`config.mk`:
```
export PLATFORM = sky130hd
export DESIGN_NAME = pixel_controller_flat
export DESIGN_NICKNAME = d
export VERILOG_FILES = /design/src/rtl/pixel_ctrl_pkg.sv /design/src/rtl/pixel_controller_if.sv /design/src/rtl/exposure_reg.sv /design/src/rtl/pixel_controller.sv /design/src/flat_wrapper.sv
export SDC_FILE = /design/constraint.sdc
export NUM_CORES = 1
export LEC_CHECK = 0
export ABC_AREA = 0
export CAP_MARGIN = 20
export CORE_ASPECT_RATIO = 0.6
export CORE_MARGIN = 4
export CORE_UTILIZATION = 57
export DETAILED_ROUTE_END_ITERATION = 6
export HOLD_SLACK_MARGIN = 0.03
export PLACE_DENSITY = 0.85
export SYNTH_ARGS = -nofsm -noshare
export SYNTH_HDL_FRONTEND = slang
export SYNTH_SLANG_ARGS = --single-unit
```
`constraint.sdc`:
```
create_clock -name clk -period 3.1 [get_ports clk]
set_input_delay 0.465 -clock clk [delete_from_list [all_inputs] [get_ports clk]]
set_output_delay 0.465 -clock clk [all_outputs]
set_load 0.05 [all_outputs]
```
`src/rtl/pixel_ctrl_pkg.sv`:
```
// Shared types and constants for the pixel array frame sequencer.
package pixel_ctrl_pkg;

  typedef enum logic [2:0] {
    StIdle,
    StErase,
    StExpose,
    StConvert,
    StRead1,
    StRead2
  } state_e;

  localparam int unsigned CntWDefault   = 8;
  localparam int unsigned EraseCycDef   = 5;
  localparam int unsigned ConvCycDef    = 255;
  localparam int unsigned ReadCycDef    = 4;
  localparam int unsigned ExpMinDef     = 2;
  localparam int unsigned ExpMaxDef     = 30;
  localparam int unsigned ExpDefaultDef = 16;

  // Number of cycles spent in a state; IDLE reports 1 so the counter loads zero.
  function automatic int unsigned phase_cycles(input state_e      st,
                                               input int unsigned exp_cyc,
                                               input int unsigned erase_cyc,
                                               input int unsigned conv_cyc,
                                               input int unsigned read_cyc);
    int unsigned cyc;
    cyc = 1;
    unique case (st)
      StErase:   cyc = erase_cyc;
      StExpose:  cyc = exp_cyc;
      StConvert: cyc = conv_cyc;
      StRead1:   cyc = read_cyc;
      StRead2:   cyc = read_cyc;
      default:   cyc = 1;
    endcase
    return cyc;
  endfunction

endpackage

```
`src/rtl/pixel_controller_if.sv`:
```
// Control inputs and pixel strobe outputs of the frame sequencer.
interface pixel_controller_if #(
  parameter int unsigned CNT_W = 8
);
  logic             Init;
  logic             Exp_increase;
  logic             Exp_decrease;
  logic             Erase;
  logic             Expose;
  logic             ADC;
  logic             NRE_1;
  logic             NRE_2;
  logic             Busy;
  logic             Frame_done;
  logic [CNT_W-1:0] Exp_time;

  // Camera top-level side.
  modport master (
    output Init, Exp_increase, Exp_decrease,
    input  Erase, Expose, ADC, NRE_1, NRE_2, Busy, Frame_done, Exp_time
  );

  // Sequencer side.
  modport slave (
    input  Init, Exp_increase, Exp_decrease,
    output Erase, Expose, ADC, NRE_1, NRE_2, Busy, Frame_done, Exp_time
  );
endinterface

```
`src/rtl/exposure_reg.sv`:
```
// Saturating up/down exposure-time register; only moves while en_i is high.
module exposure_reg #(
  parameter int unsigned CNT_W       = 8,
  parameter int unsigned EXP_MIN     = 2,
  parameter int unsigned EXP_MAX     = 30,
  parameter int unsigned EXP_DEFAULT = 16
) (
  input  logic             clk,
  input  logic             reset,
  input  logic             en_i,
  input  logic             inc_i,
  input  logic             dec_i,
  output logic [CNT_W-1:0] exp_o
);

  localparam logic [CNT_W-1:0] MinV = CNT_W'(EXP_MIN);
  localparam logic [CNT_W-1:0] MaxV = CNT_W'(EXP_MAX);
  localparam logic [CNT_W-1:0] RstV = CNT_W'(EXP_DEFAULT);

  logic [CNT_W-1:0] exp_q, exp_d;

  always_comb begin
    exp_d = exp_q;
    if (en_i && inc_i && !dec_i && (exp_q < MaxV)) begin
      exp_d = exp_q + CNT_W'(1);
    end else if (en_i && dec_i && !inc_i && (exp_q > MinV)) begin
      exp_d = exp_q - CNT_W'(1);
    end
  end

  always_ff @(posedge clk or posedge reset) begin
    if (reset) begin
      exp_q <= RstV;
    end else begin
      exp_q <= exp_d;
    end
  end

  assign exp_o = exp_q;

endmodule

```
`src/rtl/pixel_controller.sv`:
```
// Frame sequencer: erase, expose, convert, read bank 1, read bank 2 per Init request.
module pixel_controller
  import pixel_ctrl_pkg::*;
#(
  parameter int unsigned CNT_W       = CntWDefault,
  parameter int unsigned ERASE_CYC   = EraseCycDef,
  parameter int unsigned CONV_CYC    = ConvCycDef,
  parameter int unsigned READ_CYC    = ReadCycDef,
  parameter int unsigned EXP_MIN     = ExpMinDef,
  parameter int unsigned EXP_MAX     = ExpMaxDef,
  parameter int unsigned EXP_DEFAULT = ExpDefaultDef
) (
  input logic                clk,
  input logic                reset,
  pixel_controller_if.slave  bus
);

  state_e           state_q, state_d;
  logic [CNT_W-1:0] cnt_q, cnt_d;
  logic [CNT_W-1:0] exp_lat_q, exp_lat_d;
  logic [CNT_W-1:0] exp_time;
  logic             erase_q, erase_d, expose_q, expose_d, adc_q, adc_d;
  logic             nre1_q, nre1_d, nre2_q, nre2_d;
  logic             busy_q, busy_d, done_q, done_d;
  logic             phase_end;

  exposure_reg #(
    .CNT_W       (CNT_W),
    .EXP_MIN     (EXP_MIN),
    .EXP_MAX     (EXP_MAX),
    .EXP_DEFAULT (EXP_DEFAULT)
  ) u_exposure_reg (
    .clk   (clk),
    .reset (reset),
    .en_i  (state_q == StIdle),
    .inc_i (bus.Exp_increase),
    .dec_i (bus.Exp_decrease),
    .exp_o (exp_time)
  );

  assign phase_end = (cnt_q == '0);

  always_comb begin
    state_d   = state_q;
    exp_lat_d = exp_lat_q;
    unique case (state_q)
      StIdle: begin
        if (bus.Init) begin
          state_d   = StErase;
          // Capture the pre-update value in case an exposure step lands on this edge.
          exp_lat_d = exp_time;
        end
      end
      StErase:   if (phase_end) state_d = StExpose;
      StExpose:  if (phase_end) state_d = StConvert;
      StConvert: if (phase_end) state_d = StRead1;
      StRead1:   if (phase_end) state_d = StRead2;
      StRead2:   if (phase_end) state_d = StIdle;
      default:   state_d = StIdle;
    endcase

    cnt_d = cnt_q;
    if (state_d != state_q) begin
      cnt_d = CNT_W'(phase_cycles(state_d, 32'(exp_lat_q), ERASE_CYC, CONV_CYC, READ_CYC) - 1);
    end else if (!phase_end) begin
      cnt_d = cnt_q - CNT_W'(1);
    end

    // Strobes decode from next state so they switch on the same edge as the state.
    erase_d  = (state_d == StIdle) || (state_d == StErase);
    expose_d = (state_d == StExpose);
    adc_d    = (state_d == StConvert);
    nre1_d   = (state_d != StRead1);
    nre2_d   = (state_d != StRead2);
    busy_d   = (state_d != StIdle);
    done_d   = (state_q == StRead2) && (state_d == StIdle);
  end

  always_ff @(posedge clk or posedge reset) begin
    if (reset) begin
      state_q   <= StIdle;
      cnt_q     <= '0;
      exp_lat_q <= CNT_W'(EXP_DEFAULT);
      erase_q   <= 1'b1;
      expose_q  <= 1'b0;
      adc_q     <= 1'b0;
      nre1_q    <= 1'b1;
      nre2_q    <= 1'b1;
      busy_q    <= 1'b0;
      done_q    <= 1'b0;
    end else begin
      state_q   <= state_d;
      cnt_q     <= cnt_d;
      exp_lat_q <= exp_lat_d;
      erase_q   <= erase_d;
      expose_q  <= expose_d;
      adc_q     <= adc_d;
      nre1_q    <= nre1_d;
      nre2_q    <= nre2_d;
      busy_q    <= busy_d;
      done_q    <= done_d;
    end
  end

  assign bus.Erase      = erase_q;
  assign bus.Expose     = expose_q;
  assign bus.ADC        = adc_q;
  assign bus.NRE_1      = nre1_q;
  assign bus.NRE_2      = nre2_q;
  assign bus.Busy       = busy_q;
  assign bus.Frame_done = done_q;
  assign bus.Exp_time   = exp_time;

endmodule

```
`src/flat_wrapper.sv`:
```
// flat-port wrapper written by rule: the top's interface ports become plain ports
module pixel_controller_flat import pixel_ctrl_pkg::*;
#(
  parameter int unsigned CNT_W       = CntWDefault,
  parameter int unsigned ERASE_CYC   = EraseCycDef,
  parameter int unsigned CONV_CYC    = ConvCycDef,
  parameter int unsigned READ_CYC    = ReadCycDef,
  parameter int unsigned EXP_MIN     = ExpMinDef,
  parameter int unsigned EXP_MAX     = ExpMaxDef,
  parameter int unsigned EXP_DEFAULT = ExpDefaultDef
)
  (clk, reset, bus_Init, bus_Exp_increase, bus_Exp_decrease, bus_Erase, bus_Expose, bus_ADC, bus_NRE_1, bus_NRE_2, bus_Busy, bus_Frame_done, bus_Exp_time);
  pixel_controller_if #(.CNT_W(CNT_W)) bus_i ();
  input logic clk;
  input logic reset;
  input wire logic [$bits(bus_i.Init)-1:0] bus_Init;
  input wire logic [$bits(bus_i.Exp_increase)-1:0] bus_Exp_increase;
  input wire logic [$bits(bus_i.Exp_decrease)-1:0] bus_Exp_decrease;
  output wire logic [$bits(bus_i.Erase)-1:0] bus_Erase;
  output wire logic [$bits(bus_i.Expose)-1:0] bus_Expose;
  output wire logic [$bits(bus_i.ADC)-1:0] bus_ADC;
  output wire logic [$bits(bus_i.NRE_1)-1:0] bus_NRE_1;
  output wire logic [$bits(bus_i.NRE_2)-1:0] bus_NRE_2;
  output wire logic [$bits(bus_i.Busy)-1:0] bus_Busy;
  output wire logic [$bits(bus_i.Frame_done)-1:0] bus_Frame_done;
  output wire logic [$bits(bus_i.Exp_time)-1:0] bus_Exp_time;
  assign bus_i.Init = bus_Init;
  assign bus_i.Exp_increase = bus_Exp_increase;
  assign bus_i.Exp_decrease = bus_Exp_decrease;
  assign bus_Erase = bus_i.Erase;
  assign bus_Expose = bus_i.Expose;
  assign bus_ADC = bus_i.ADC;
  assign bus_NRE_1 = bus_i.NRE_1;
  assign bus_NRE_2 = bus_i.NRE_2;
  assign bus_Busy = bus_i.Busy;
  assign bus_Frame_done = bus_i.Frame_done;
  assign bus_Exp_time = bus_i.Exp_time;
  pixel_controller #(.CNT_W(CNT_W), .ERASE_CYC(ERASE_CYC), .CONV_CYC(CONV_CYC), .READ_CYC(READ_CYC), .EXP_MIN(EXP_MIN), .EXP_MAX(EXP_MAX), .EXP_DEFAULT(EXP_DEFAULT)) u_core (.clk(clk), .reset(reset), .bus(bus_i));
endmodule
```
==> flow_metrics.py, run 1 <==
metrics = {
    "floorplan": {
        "rows": 16,
        "dieArea_sq_um": 4790,
        "die_x_microns": 86.7,
        "initial_core_util": 0.623,
        "core-area_sq_um": 3400,
        "ios": 20,
        "fp.dieH_microns": 55.2,
    },
    "worst_setup_path": {
        "critPathLaunchType": "flop",
        "cp_slowest_cell": "fa_1",
        "worst_r2r_path_depth": 9,
        "cp.required_ns": 3.33,
        "path_class": "flop to flop",
        "r2r-start": "u_core.u_exposure_reg.exp_o[6]",
        "reg2reg_slack_ns": 0.30,
        "cp_max_fo": 5,
        "r2r_end": "u_core.u_exposure_reg.exp_o[6]",
        "slowest_delay_ns": 0.50,
        "worst_setup_path_end_kind": "flop",
        "critPathArrivalTime_ns": 3.03,
        "path_cells": "nor3_1 > nand4_1 > fa_1 > a21o_1 > a21oi_1 > o21bai_1 > a21oi_1 > mux2i_1 > xor2_1",
        "crit_path_frequent_cell": "a21oi_1",
    },
    "global_routing": {
        "grt_pass1_wl_microns": 8080,
        "antenna_found_initial": 0,
        "grt_max_degree": 35,
        "grt_overflow": 0,
        "track_usage": 0.221,
        "grt_pass1_vias": 1638,
    },
    "sta": {
        "period_share": 0.902,
        "setup_viol": 0,
        "tns_ns": 0,
        "layout_min_cycle_time_ns": 2.80,
        "worst_slack_ns": 0.303,
        "fmax_mhz": 357,
        "max_slew_margin": 0.560,
        "worst_pin_slew_ns": 0.654,
        "hold_viol_final": 0,
        "clock_skew_ns": 0.00829,
        "final-max-slew-violation-count": 0,
        "rsz0062_at_grt": "false",
    },
    "synthesis": {
        "yosys_register_bits": 34,
        "synthesis.nets": 223,
        "synth.avg_cell_area_sq_um": 10.0,
        "ys_warn_count": 0,
        "syn_area_sq_um": 2120,
        "post_synth_num_cell_types": 55,
        "postSynthCellCount": 211,
        "synth_edf_count": 0,
        "ys_dominant_reg_cell": "dfrtp_1",
        "ys_seq_area_frac": 0.404,
        "synth-async-reset-ratio": 1.00,
    },
    "status": {
        "status": "completed",
    },
    "final_layout": {
        "nFillCells": 258,
        "multi_input_area_sq_um": 1190,
        "seq_area_sq_um": 857,
        "n_antenna_cell": 0,
        "nNetsFinal": 251,
        "area_growth_pct": 17.2,
        "layout-drive-gt1-share": 0.188,
    },
    "route": {
        "drtPass1Iterations": 5,
        "dr_total_vias": 1752,
        "ant_nets": 0,
        "wire_per_inst_microns": 17.6,
        "drc_errors": 0,
        "drt_iter0_drc": 152,
        "routed_wl_microns": 5000,
        "avgViaCountPerCell": 6.15,
    },
    "power_and_ir_drop": {
        "p_leak_uw": 0.00104,
        "p_sw_frac": 0.479,
        "sequentialPowerShare": 0.310,
        "intPower_uw": 1440,
        "power_density_nw_per_um2": 1110,
        "netSwitchingPower_uw": 1330,
        "p_comb_frac": 0.562,
        "fin_total_pwr_uw": 2770,
        "peakVddDrop_uv": 722,
        "pwr-share-clk": 0.128,
    },
    "place": {
        "dp_hpwl_microns": 3830,
        "place_ws_ns": 0.0978,
        "gp_congestion": 0.918,
        "io_buffers": 19,
    },
    "cts": {
        "ctsRootBufferMaster": "clkbuf_8",
        "cts_buffer_depth": 2,
        "cts_tree": "built",
        "h-tree-depth": 2,
        "cts.clk_slew.worst_paths_ns": 0.08,
        "cts_hold_buf": 0,
        "cts_resized": 0,
        "cts_made_buffers": 5,
        "postCtsSetupRepairBufs": 0,
        "cts_sinks": 34,
        "clk_latency_ns": 0.30,
    },
    "worst_hold_path": {
        "holdCritPathClass": "flop to flop",
        "hold_end": "u_core.u_exposure_reg.exp_o[7]",
        "worstHoldStart": "u_core.u_exposure_reg.exp_o[7]",
        "hold_path_depth": 1,
    },
    "run": {
        "cap_violations": 0,
    },
}
[cells in the final DEF (no fill, tap or decap), drive strengths merged, types with 7 or more instances in the layout]
cell type and count:
nor2 22, mux2 10, nand2 16, inv 10, o21ai 11, a21oi 16, clkdlybuf4s50 19, buf 8
nand3 7, dfrtp 29
[metal layers]
metal / share of wire / global-route usage / routed length, microns / vias to the layer above
met5: 0 / 0 / 0 / -
met4: 0.012 / 0.0622 / 61 / 0
met3: 0.092 / 0.0758 / 460 / 8
met2: 0.41 / 0.279 / 2070 / 88
met1: 0.48 / 0.347 / 2410 / 828
li1: - / - / - / 828
[sequential cells by signal, summed over array words and instances (netlist names)]
signal / flops
u_core.u_exposure_reg.exp_o: 8
u_core.bus.NRE_1: 1
u_core.bus.ADC: 1
u_core.bus.NRE_2: 1
u_core.bus.Erase: 1
u_core.state_q: 3
u_core.bus.Busy: 1
u_core.bus.Expose: 1
u_core.cnt_q: 8
u_core.bus.Frame_done: 1
u_core.exp_lat_q: 8
[power groups by stage]
stage | registers (uW) | logic (uW) | clock network, uW
after global placement | 853 | 1490 | 0
after global routing | 883 | 1680 | 381
after detailed placement | 862 | 1540 | 0
after floorplan | 1050 | 938 | 0
final | 860 | 1560 | 354
after CTS | 856 | 1550 | 357
[logic make-up after synthesis]
kind of cell / count (synthesis) / share of synthesized area
XOR/XNOR: 9 / 0.0372
flip-flops: 34 / 0.404
AND/OR/NAND/NOR: 75 / 0.200
adder cells (fa/ha/maj): 7 / 0.0449
AO/OA/AOI/OAI: 56 / 0.207
multiplexers: 14 / 0.0720
buffers and inverters: 16 / 0.0348
[per-stage QoR]
step                      hold slack, ns  cells  instance area [sq um]   util
after floorplan                    0.480    211                   2120      -
after global placement             0.522    277                   2390  0.702
after detailed placement           0.520    277                   2390  0.702
after CTS                          0.539    285                   2480  0.730
after global routing               0.558    285                   2480  0.730
final                              0.541    285                   2480  0.730
[how the worst max path moves through the flow]
stage / slack, ns / startpoint / endpoint
floorplan: 0.35 / u_core.state_q[1] / u_core.u_exposure_reg.exp_o[6]
global placement: 0.15 / bus_Init / u_core.cnt_q[6]
detailed placement: 0.1 / bus_Init / u_core.cnt_q[6]
CTS: 0.38 / u_core.u_exposure_reg.exp_o[6] / u_core.u_exposure_reg.exp_o[6]
global route: 0.08 / u_core.u_exposure_reg.exp_o[6] / u_core.u_exposure_reg.exp_o[7]
finish: 0.30 / u_core.u_exposure_reg.exp_o[6] / u_core.u_exposure_reg.exp_o[6]
[critical path: cells and delay by family (launching register included)]
kind	cells	cell delay, ns
flip-flops	1	0.44
multiplexers	1	0.23
adder cells (fa/ha/maj)	1	0.50
XOR/XNOR	1	0.17
AND/OR/NAND/NOR	2	0.69
AO/OA/AOI/OAI	4	0.69
[synthesized netlist by cell type, types with 5 or more instances]
library cell | count | area, sq um
nand2_1 | 16 | 60.1
nor2_1 | 22 | 82.6
o21ai_0 | 9 | 45.0
mux2_2 | 10 | 113
xnor2_1 | 6 | 52.6
buf_2 | 5 | 25.0
dfrtp_1 | 29 | 726
a21oi_1 | 16 | 80.1
ha_1 | 6 | 75.1
dfstp_2 | 5 | 131
inv_1 | 9 | 33.8
nand3_1 | 7 | 35.0
[cell type report]
| cell class | count | share of cell area |
|---|---|---|
| clock buffer | 6 | 0.0332 |
| tap | 45 | 0.0227 |
| clock inverter | 2 | 0.00504 |
| inverter | 10 | 0.0151 |
| timing repair buffer | 27 | 0.101 |
| sequential | 34 | 0.345 |
| multi-input combinational | 161 | 0.478 |
(Power assumes the default switching activity.)
==> inputs of run 2 (changes only) <==
- CORE_UTILIZATION: 57 -> 55
- PLACE_DENSITY: 0.85 -> 0.83
==> run 2 against run 1 <==
Routed wire length rose by 0.40%. Clock skew decreased by 0.0021 ns. Sequential power hardly changed. Design area increased by 0.25%. Hold slack got worse by 0.019 ns. Critical endpoint unchanged. Largest cell class unchanged.
==> flow_metrics.py, run 2 (synthesis results as in run 1) <==
metrics = {
    "status": {
        "status": "completed",
    },
    "cts": {
        "cts_made_buffers": 5,
        "h-tree-depth": 2,
        "cts_hold_buf": 0,
        "cts_tree": "built",
        "clk_latency_ns": 0.29,
        "postCtsSetupRepairBufs": 0,
        "cts_resized": 0,
        "ctsRootBufferMaster": "clkbuf_8",
        "cts_buffer_depth": 2,
        "cts.clk_slew.worst_paths_ns": 0.07,
        "cts_sinks": 34,
    },
    "floorplan": {
        "dieArea_sq_um": 4940,
        "ios": 20,
        "core-area_sq_um": 3680,
        "fp.dieH_microns": 56.1,
        "initial_core_util": 0.576,
        "die_x_microns": 88.1,
        "rows": 17,
    },
    "worst_setup_path": {
        "cp_max_fo": 4,
        "r2r_end": "u_core.u_exposure_reg.exp_o[6]",
        "path_class": "flop to flop",
        "critPathLaunchType": "flop",
        "critPathArrivalTime_ns": 2.97,
        "reg2reg_slack_ns": 0.34,
        "worst_r2r_path_depth": 10,
        "startpoint": "u_core.state_q[0]",
        "worst_setup_path_end_kind": "flop",
        "r2r-start": "u_core.state_q[0]",
        "cp.required_ns": 3.31,
    },
    "power_and_ir_drop": {
        "pwr-share-clk": 0.123,
        "netSwitchingPower_uw": 1310,
        "sequentialPowerShare": 0.312,
        "p_sw_frac": 0.476,
        "intPower_uw": 1450,
        "power_density_nw_per_um2": 1110,
        "peakVddDrop_uv": 884,
        "p_comb_frac": 0.565,
        "p_leak_uw": 0.00105,
    },
    "final_layout": {
        "utilization": 0.677,
        "layout_commonest_cell": "dfrtp_1",
        "final_cell_mix": "dfrtp_1, nor2_1, clkdlybuf4s50_1",
        "n_antenna_cell": 0,
        "area_growth_pct": 17.5,
        "layout-drive-gt1-share": 0.187,
        "nNetsFinal": 252,
    },
    "sta": {
        "fmax_mhz": 362,
        "hold_viol_final": 0,
        "setup_viol": 0,
        "period_share": 0.892,
        "worst_slack_ns": 0.336,
        "worst_pin_slew_ns": 0.516,
        "tns_ns": 0,
        "clock_skew_ns": 0.00618,
        "max_slew_margin": 0.653,
        "rsz0062_at_grt": "false",
        "layout_min_cycle_time_ns": 2.76,
        "final-max-slew-violation-count": 0,
    },
    "run": {
        "cap_violations": 0,
    },
    "place": {
        "place_ws_ns": 0.150,
        "dp_hpwl_microns": 3760,
        "gp_congestion": 0.912,
        "io_buffers": 19,
    },
    "global_routing": {
        "antenna_found_initial": 0,
        "grt_overflow": 0,
        "track_usage": 0.220,
        "grt_pass1_wl_microns": 8360,
        "grt_pass1_vias": 1653,
        "grt_max_degree": 35,
    },
    "worst_hold_path": {
        "hold_path_depth": 1,
        "holdCritPathClass": "flop to flop",
        "hold_end": "u_core.exp_lat_q[1]",
        "worstHoldStart": "u_core.exp_lat_q[1]",
    },
    "route": {
        "wire_per_inst_microns": 17.4,
        "dr_total_vias": 1757,
        "drt_iter0_drc": 176,
        "drc_errors": 0,
        "avgViaCountPerCell": 6.10,
        "ant_nets": 0,
        "routed_wl_microns": 5020,
        "drtPass1Iterations": 5,
    },
}
==> run 2: metrics by stage <==
step / total power, uW / hold WS [ns] / instance area, sq um / cells
2_1_floorplan: 1980 / 0.480 / 2120 / 211
3_3_place_gp: 2350 / 0.512 / 2400 / 280
3_5_place_dp: 2400 / 0.512 / 2400 / 280
4_1_cts: 2750 / 0.528 / 2490 / 288
5_1_grt: 2960 / 0.558 / 2490 / 288
6_report: 2760 / 0.522 / 2490 / 288
==> run 2: worst max-delay path by stage <==
stage	endpoint	slack, ns
floorplan	u_core.u_exposure_reg.exp_o[6]	0.35
global placement	u_core.cnt_q[6]	0.19
detailed placement	u_core.cnt_q[6]	0.15
CTS	u_core.u_exposure_reg.exp_o[6]	0.36
global route	u_core.u_exposure_reg.exp_o[6]	0.17
finish	u_core.u_exposure_reg.exp_o[6]	0.34
==> run 2: power groups by stage <==
| stage | clock (uW) | sequential, uW | combinational [uW] |
|---|---|---|---|
| after detailed placement | 0 | 863 | 1540 |
| final | 340 | 860 | 1560 |
| after global routing | 371 | 888 | 1700 |
| after global placement | 0 | 855 | 1500 |
| after CTS | 348 | 856 | 1550 |
| after floorplan | 0 | 1050 | 938 |
==> run 2: cell type report <==
class                   count  area [sq um]
multi-input cells         161          1190
clock buffers               7          86.3
repair buffers             28           258
clock inverters             1          5.00
well taps                  47          58.8
inverters                  10          37.5
fillers                   292          1190
flip-flops and latches     34           857
==> run 2: worst max-delay path, stage by stage, from the launching register on <==
cell,delay (ns)
dfrtp_1,0.38
or2_2,0.33
nor2_1,0.20
nand4_1,0.25
fa_1,0.49
a21o_1,0.18
a21oi_1,0.22
o21bai_1,0.09
a21oi_1,0.17
mux2i_1,0.23
xor2_1,0.16
==> run 2: layer usage <==
| layer | global-route usage | wire length, microns |
|---|---|---|
| met3 | 0.0680 | 514 |
| met4 | 0.0409 | 10 |
| met1 | 0.354 | 2440 |
| met2 | 0.283 | 2060 |
| met5 | 0 | 0 |
==> inputs of run 3 (changes only) <==
- CTS_CLUSTER_SIZE: default -> 20
==> results of run 3 <==
No change in the layout: final DEF, timing and power equal those of run 2.
==> variant, RTL diff (flow settings as in run 2) <==
Re-encode `state_e` (6 states) as one-hot, 6 bits wide.
--- a/src/rtl/pixel_ctrl_pkg.sv
+++ b/src/rtl/pixel_ctrl_pkg.sv
@@ -1,13 +1,13 @@
 // Shared types and constants for the pixel array frame sequencer.
 package pixel_ctrl_pkg;
 
-  typedef enum logic [2:0] {
-    StIdle,
-    StErase,
-    StExpose,
-    StConvert,
-    StRead1,
-    StRead2
+  typedef enum logic [5:0] {
+    StIdle    = 6'b000001,
+    StErase   = 6'b000010,
+    StExpose  = 6'b000100,
+    StConvert = 6'b001000,
+    StRead1   = 6'b010000,
+    StRead2   = 6'b100000
   } state_e;
 
   localparam int unsigned CntWDefault   = 8;
Check against the original RTL: same outputs for any inputs over 10 cycles, from zero or initial values and one cycle with reset high; not proved beyond that.
==> variant against run 2 <==
- the flow now finishes with violations (negative setup slack)
- count of clock-buffer cells in the layout decreased by 1
- area after synthesis increased by 4.3%
- fmax decreased by 11%
- setup slack got worse by 0.35 ns
- cell area increased by 16%
- synthesized cell count increased by 6.2%
- utilization increased by 9.4 points
- non-clock buffer count increased by 33
- sequential share of layout area decreased by 2.2 points
- sequential cell count increased by 3
- wire length increased by 17%
- critical path type unchanged
- largest cell class unchanged
Power is left out: it rests on default switching activity, and per cell area and clock period it moved more than threefold.
==> variant: results (changes against run 2) <==
dp_cells: 314  # +12%
violations: "negative setup slack"
cts_made_buffers: 5  # unchanged
cts_root_buffer: "clkbuf_8"
clock_path_buffers: 2  # unchanged
syn-mean-instance-area_um2: 9.86  # -1.8%
finalWeightedCongestion: 0.908  # -0.42%
drive_gt1_frac: 0.324  # +0.137
yosysSeqAreaShare: 0.422  # +0.0181
tightest_slew_ns: 0.876  # +0.361 ns
synthArstFlopShare: 1.00  # unchanged
routed_wl_mm: 5.90  # +17%
grt.total_usage: 0.232  # +0.0127
grt_pass1_vias: 1835  # +11%
nNetsFinal: 295  # +17%
synth.distinct_cells: 54  # -1.8%
antenna_cells: 0  # unchanged
critPathMaxStageDelay_ns: 0.62  # +0.13 ns
place_ws_ns: -0.0654  # -0.216 ns
cts.clk_slew.worst_paths_ns: 0.08
synth_area_leaders: "dfrtp_1 (35%), dfstp_2 (7.1%), mux2_2 (5.6%), o21ai_0 (4.1%), ha_1 (3.4%)"
grt_pass1_wl_mm: 9.27  # +11%
htreeDepth: 2  # unchanged
ys_warn_count: 0  # unchanged
setup_ws_ns: -0.0106  # -0.346 ns
critPathMaxFanout: 9  # +5
port_buffers: 19  # unchanged
status: "complete, but fails checks"
arrival_ns: 3.28  # +0.31 ns
crit_path_top_delay_cell: "or4b_4"
skew_ns: 0.00808  # +0.00190 ns
syn_nets: 236  # +5.8%
synth_common_cells: "dfrtp_1 (31), o21ai_0 (18), nand2_1 (14), nor2_1 (14), inv_1 (13)"
fin_cells: 331  # +15%
dp_hpwl_mm: 4.30  # +15%
clk_latency_ns: 0.30
antenna_found_initial: 0  # unchanged
drt_pass1_iterations: 4  # -1
grt_max_degree: 25  # -29%
setup_viol: 1  # +1
drt-initial-drc-count: 167  # -5.1%
worst_hold_path_type: "flip-flop to flip-flop"
drcViolationCount: 0  # unchanged
vias_per_cell: 5.97  # -2.1%
## variant: cell types whose count changed in the layout (fill, tap and decap cells not counted), moves of 4 or more
cell            run 2  this run
buf_4               9        40
nor2_1             22        13
inv_1               9        13
a21oi_1            16         9
o21ai_0             9        13
## variant: cell families (layout without fill, tap and decap cells)
kind of cell	after synthesis	after routing	share of synthesized area
mux	20	20	0.110
compound gates	49	49	0.140
fa+ha+maj	8	8	0.0476
simple gates	80	80	0.203
flops	37	37	0.422
xor+xnor	7	7	0.0277
buf+inv	23	83	0.0487
## variant: layer usage
layer  wire, µm  vias up  GRT usage
met5          0        -          0
met4        112        0      0.100
met3        396       12     0.0593
met2       2610       79      0.331
met1       2770      960      0.336
li1           -      925          -
## variant: path summary, 6_finish.rpt
path,start,endpoint,slack (ns),depth (start not counted)
worst max register to register,u_core.cnt_q[3],u_core.cnt_q[4],-0.01,10
max in group asynchronous,reset,u_core.bus.NRE_1,1.71,3
worst min register to register,u_core.exp_lat_q[6],u_core.exp_lat_q[6],0.52,1
worst max-delay path,u_core.cnt_q[3],u_core.cnt_q[4],-0.01,10
worst min-delay path,u_core.exp_lat_q[6],u_core.exp_lat_q[6],0.52,1
min in group asynchronous,reset,u_core.u_exposure_reg.exp_o[1],0.66,2
## variant: layout make-up
cell class	instances	area, µm²
Inverter	14	52.6
Clock inverter	2	10.0
Clock buffer	6	72.6
Multi-Input combinational cell	164	1240
Tap cell	47	58.8
Fill cell	265	863
Sequential cell	37	935
Timing Repair Buffer	61	531
## variant: what timing repair did
action / CTS / global route
pin swaps: 0 / 4
resized for setup: 2 / 18
setup endpoints to repair: 1 / 5
hold buffers: 0 / 0
setup buffers: 0 / 9
## variant: metrics by stage
step | utilization | setup TNS [ns] | instance area, µm² | hold WS, ns
5_1_grt | 0.771 | -0.219 | 2900 | 0.531
6_report | 0.771 | -0.0106 | 2900 | 0.516
3_5_place_dp | 0.711 | -0.106 | 2680 | 0.498
4_1_cts | 0.736 | 0 | 2770 | 0.515
3_3_place_gp | 0.711 | 0 | 2680 | 0.496
2_1_floorplan | - | -0.0314 | 2240 | 0.470
## variant: critical path: cells and delay by family (launching register included)
| kind | cells | cell delay [ns] |
|---|---|---|
| AND/OR/NAND/NOR | 6 | 1.74 |
| flip-flops | 1 | 0.45 |
| buffers and inverters | 2 | 0.38 |
| AO/OA/AOI/OAI | 1 | 0.22 |
| multiplexers | 1 | 0.20 |
